--- config.mk ---
export PLATFORM = sky130hd
export DESIGN_NAME = gavgpool_sched
export DESIGN_NICKNAME = d
export VERILOG_FILES = /design/src/rtl/gavgpool_sched.sv
export SDC_FILE = /design/constraint.sdc
export NUM_CORES = 1
export LEC_CHECK = 0
export BUFFER_PORTS_ARGS = -buffer_cell sky130_fd_sc_hd__buf_2
export CAP_MARGIN = 10
export CORE_MARGIN = 8
export CORE_UTILIZATION = 46
export DETAILED_ROUTE_END_ITERATION = 16
export PLACE_DENSITY = 0.89
export SLEW_MARGIN = 40
export SYNTH_ARGS = -nofsm -noshare
export SYNTH_HDL_FRONTEND = slang
export SYNTH_SLANG_ARGS = --single-unit
--- constraint.sdc ---
create_clock -name clk -period 2.3 [get_ports clk]
set_input_delay 0.575 -clock clk [delete_from_list [all_inputs] [get_ports clk]]
set_output_delay 0.575 -clock clk [all_outputs]
set_load 0.01 [all_outputs]
--- src/rtl/gavgpool_sched.sv ---
`default_nettype none
// ============================================================================
// Module   : gavgpool_sched
// Purpose  : Round-robin sharing of one global-average-pooling datapath among
//            N_CH channel streams, with a tag FIFO labelling returning results.
//            Define GPSCHED_FIXED_PRIO_EN for fixed lowest-index-first priority.
// Revision : 1.0  initial release
// ============================================================================
module gavgpool_sched #(
    parameter int DATA_WIDTH = 12,
    parameter int N_CH       = 4,
    parameter int POOL_SIZE  = 250,
    parameter int ID_DEPTH   = 4,
    parameter int TAG_WIDTH  = $clog2(N_CH)
) (
    input  logic                         clk,
    input  logic                         rst,
    output logic [N_CH-1:0]              gpsched_ready_in,
    input  logic [N_CH-1:0]              gpsched_valid_in,
    input  logic [N_CH*DATA_WIDTH-1:0]   gpsched_data_in,
    input  logic                         pool_ready_in,
    output logic                         pool_valid_in,
    output logic [DATA_WIDTH-1:0]        pool_data_in,
    input  logic                         pool_valid_out,
    output logic                         pool_ready_out,
    input  logic [DATA_WIDTH-1:0]        pool_data_out,
    input  logic                         gpsched_ready_out,
    output logic                         gpsched_valid_out,
    output logic [DATA_WIDTH-1:0]        gpsched_data_out,
    output logic [TAG_WIDTH-1:0]         gpsched_tag_out,
    output logic                         gpsched_busy
);
    localparam int CNT_W  = (POOL_SIZE > 1) ? $clog2(POOL_SIZE) : 1;
    localparam int ADDR_W = (ID_DEPTH > 1) ? $clog2(ID_DEPTH) : 1;
    localparam logic [CNT_W-1:0]     C_LAST_BEAT = CNT_W'(POOL_SIZE - 1);
    localparam logic [TAG_WIDTH-1:0] C_LAST_CH   = TAG_WIDTH'(N_CH - 1);
    localparam logic [TAG_WIDTH:0]   C_N_CH      = (TAG_WIDTH+1)'(N_CH);

    typedef enum logic [0:0] {
        S_IDLE  = 1'b0,
        S_BURST = 1'b1
    } state_t;

    state_t               r_state;
    logic [TAG_WIDTH-1:0] r_grant;
    logic [CNT_W-1:0]     r_cnt;
    logic [TAG_WIDTH-1:0] r_tag_mem [ID_DEPTH];
    logic [ADDR_W:0]      r_wr_ptr;
    logic [ADDR_W:0]      r_rd_ptr;

    logic [TAG_WIDTH-1:0] w_start;
    logic [TAG_WIDTH-1:0] w_sel;
    logic [TAG_WIDTH:0]   w_idx;
    logic                 w_found;
    logic                 w_empty;
    logic                 w_full;
    logic                 w_push;
    logic                 w_pop;
    logic                 w_beat;
    logic                 w_last;
    logic                 w_burst;

`ifdef GPSCHED_FIXED_PRIO_EN
    assign w_start = '0;
`else
    logic [TAG_WIDTH-1:0] r_rr_ptr;
    assign w_start = r_rr_ptr;
`endif

    // Descending scan so the smallest offset from w_start is the final winner.
    always_comb begin
        w_found = 1'b0;
        w_sel   = '0;
        w_idx   = '0;
        for (int i = N_CH - 1; i >= 0; i--) begin
            w_idx = {1'b0, w_start} + (TAG_WIDTH+1)'(i);
            if (w_idx >= C_N_CH) begin
                w_idx = w_idx - C_N_CH;
            end
            if (gpsched_valid_in[w_idx[TAG_WIDTH-1:0]]) begin
                w_found = 1'b1;
                w_sel   = w_idx[TAG_WIDTH-1:0];
            end
        end
    end

    assign w_burst = (r_state == S_BURST);
    assign w_empty = (r_wr_ptr == r_rd_ptr);
    assign w_full  = (r_wr_ptr == {~r_rd_ptr[ADDR_W], r_rd_ptr[ADDR_W-1:0]});
    assign w_push  = (r_state == S_IDLE) && w_found && !w_full;
    assign w_beat  = pool_valid_in && pool_ready_in;
    assign w_last  = (r_cnt == C_LAST_BEAT);
    assign w_pop   = gpsched_valid_out && gpsched_ready_out;

    assign pool_valid_in    = w_burst && gpsched_valid_in[r_grant];
    assign pool_data_in     = gpsched_data_in[int'(r_grant)*DATA_WIDTH +: DATA_WIDTH];
    assign gpsched_ready_in = ({{(N_CH-1){1'b0}}, 1'b1} << r_grant)
                              & {N_CH{w_burst && pool_ready_in}};

    assign gpsched_valid_out = pool_valid_out && !w_empty;
    assign pool_ready_out    = gpsched_ready_out;
    assign gpsched_data_out  = pool_data_out;
    assign gpsched_tag_out   = r_tag_mem[r_rd_ptr[ADDR_W-1:0]];
    assign gpsched_busy      = w_burst || !w_empty;

    always_ff @(posedge clk) begin
        if (rst) begin
            r_state  <= S_IDLE;
            r_grant  <= '0;
            r_cnt    <= '0;
`ifndef GPSCHED_FIXED_PRIO_EN
            r_rr_ptr <= '0;
`endif
        end else begin
            case (r_state)
                S_IDLE: begin
                    if (w_push) begin
                        r_grant <= w_sel;
                        r_cnt   <= '0;
                        r_state <= S_BURST;
                    end
                end
                S_BURST: begin
                    if (w_beat) begin
                        if (w_last) begin
                            r_cnt    <= '0;
                            r_state  <= S_IDLE;
`ifndef GPSCHED_FIXED_PRIO_EN
                            r_rr_ptr <= (r_grant == C_LAST_CH) ? '0 : r_grant + 1'b1;
`endif
                        end else begin
                            r_cnt <= r_cnt + 1'b1;
                        end
                    end
                end
                default: r_state <= S_IDLE;
            endcase
        end
    end

    // Grant order equals result order, so a plain FIFO pairs tags to results.
    always_ff @(posedge clk) begin
        if (rst) begin
            r_wr_ptr <= '0;
            r_rd_ptr <= '0;
        end else begin
            if (w_push) begin
                r_wr_ptr <= r_wr_ptr + 1'b1;
            end
            if (w_pop) begin
                r_rd_ptr <= r_rd_ptr + 1'b1;
            end
        end
    end

    always_ff @(posedge clk) begin
        if (w_push) begin
            r_tag_mem[r_wr_ptr[ADDR_W-1:0]] <= w_sel;
        end
    end

endmodule
`default_nettype wire

==> impl_results.md <==
- Hold Path Depth: 2
- Total of max-cap violations: 0
- FMAX: 0.461 GHz
- Final Hold Vio Count: 0
- Min cycle time layout: 2.17 ns
- Ys flop type: dfxtp_1
- Worst-Skew Late Latency: 0.28 ns
- Largest net degree at the start of global routing: 31
- Vias: 1814
- Final Max Tran Viols: 0
- Min-delay src: r_rr_ptr[0]
- Static leakage: 0.00106 uW
- Clk_skew: 0.00882 ns
- Ys Warns: 0
- Fin util: 56.8%
- FF-to-FF End: r_cnt[2]
- # clock sinks: 29
- Setup bufs post-CTS: 0
- Ys async rst share: 0%
- # hold bufs at CTS: 0
- Post-cts gate resize count: 0
- DR DRC count: 0
- Post-route cell area: 2470 sq um
- Port buffer count: 78
- Critical Path Start Type: register
- 1st-pass router iterations: 5
- R2r worst-path depth: 5
- Fraction of layout cells with a size suffix above 1: 42.9%
- Final setup viols: 0
- GRT Resource Usage Total: 15.0%
- Worst hold path class: register to register
- Endpoint type of the worst setup path: output port
- Vias in the first global route: 1767
- EDFF count, synth: 8
- Syn nets: 276
- Register area share after synthesis: 31.9%
- Top cell type's share of synthesized area: 20.3%
- FILL cells: 363
- Num CTS Buffers: 5
- Clock buffer depth: 2
- Multi-input logic area: 1210 sq um
- Initial antenna violation count: 0
- Synth top area cells: dfxtp_1, mux4_2, edfxtp_1
- Crit path arrival time: 1.59 ns
- Die area: 6900 sq um
- Status: finished, final reports clean
- Htree depth: 2
- Cell row count: 24
- Pwr dens: 521 nW/um^2
- Worst slew pin tran: 0.600 ns
- RSZ-0062 raised after global routing: no
- WHS Endpoint: r_rr_ptr[0]
- Cells after synthesis: 196
- Clock transition at the registers of the reported paths: 0.06 ns
- Setup CP Type: register to output port
- Die height: 83.1 um
- Final worst path period share: 94.3%
- Drt total wl: 5340 um
- Synth-to-Final Area Change: 19.4%
- 1st-iter DRT viols: 161
- Syn Area/Cell: 10.6 sq um
- First-pass GRT wire length: 8690 um
- RD Place Congestion: 0.793
- DR WL/cell: 17.1 um
- Placed Area: 2390 sq um
- TritonCTS clock tree: done
- Mapped cell area: 2070 sq um
- I/O pin total: 103
- Setup TNS: 0 ns
- Total gr overflow: 0
- Crit Path Max Fanout: 17
- Commonest non-fill, non-tap cell in the layout: buf_2
- Core Area: 4350 sq um
- Post-DRT Antenna Nets: 0
- Initial Util: 47.5%
- Peak supply drop: 0.000212 V
- Reg2Reg Setup Slack: 0.38 ns
- Dpl hpwl: 4330 um
- Commonest cells after routing, fill and taps aside: buf_2, dfxtp_1, mux4_2
- DR vias/cell: 5.80
- Seq cells post-synth: 29
- Net count, final: 340
- Critical Path RT: 1.73 ns
- Root buffer cell: clkbuf_8
- Tightest hold margin: 0.482 ns
- Slew HR: 59.5%
- R2R Path Start: r_grant[0]
- Synth unique cells: 46
- Reg area: 661 sq um
- Die Width: 83.1 um
- Area leader, netlist: dfxtp_1
- Ant diodes: 0
-- cell families after synthesis --
logic type	count (synthesis)	share of synthesized area, %
simple gates	63	17.5
compound gates	34	13.3
buf+inv	34	9.67
flops	29	31.9
mux	18	18.0
fa+ha+maj	11	6.65
xor+xnor	7	2.96
-- final cells by class --
cell class	instances	area share, %
clock inverters	2	0.405
flip-flops and latches	29	26.7
repair buffers	82	17.0
clock buffers	6	2.94
multi-input cells	133	48.9
inverters	9	1.37
well taps	52	2.63
-- registers in the layout, summed over array words and instances, names as in the netlist, named ones only --
signal,cells
r_wr_ptr,3
r_state,1
r_cnt,8
r_rd_ptr,3
r_rr_ptr,2
r_tag_mem,8
r_grant,2
-- worst max path at each step --
| stage | start | endpoint |
|---|---|---|
| after floorplan | r_grant[0] | pool_data_in[0] |
| after global placement | gpsched_valid_in[3] | pool_valid_in |
| after detailed placement | gpsched_valid_in[3] | pool_valid_in |
| after CTS | r_grant[0] | pool_data_in[4] |
| after global routing | r_grant[0] | pool_valid_in |
| final | r_grant[0] | pool_data_in[4] |
-- per-layer routing --
layer | wire, um | GRT usage (%) | up-vias
met1 | 2230 | 16.8 | 858
met5 | 0 | 0 | -
met3 | 465 | 5.08 | 8
li1 | - | - | 850
met2 | 2560 | 25.5 | 98
met4 | 87 | 5.91 | 0
-- cell usage after synthesis, types with 2 or more instances --
cell type,count
xor2_1,5
mux2i_1,3
dfxtp_1,21
o311ai_2,3
and3_1,7
buf_6,2
ha_1,11
and2_1,5
nor2_1,11
edfxtp_1,8
or3_1,3
clkbuf_1,4
nand2_1,11
nor4_1,2
mux4_2,14
nand4b_1,5
nand3_1,6
nor3_1,2
or4_1,2
nand2b_1,4
o21ai_0,5
o31ai_1,2
a311oi_2,2
inv_1,9
a21oi_1,9
o21a_1,2
or4b_2,2
buf_2,4
xnor2_1,2
buf_4,14
-- where the power goes --
group	switching, uW	internal [uW]
Clock	186	209
Sequential	25.4	551
Combinational	157	158
-- per-stage QoR --
stage                     total power (uW)  setup WS [ns]  cells
after detailed placement               905          0.164    305
after global routing                  1360         0.0556    313
after CTS                             1300          0.112    313
final                                 1290          0.132    313
after global placement                 894          0.167    305
after floorplan                        801          0.363    196
-- critical path, cell delays in order (launching register included) --
cell	delay [ns]
dfxtp_1	0.31
buf_4	0.27
mux4_1	0.58
buf_2	0.16
No activity file was read; power rests on OpenSTA's default activity.
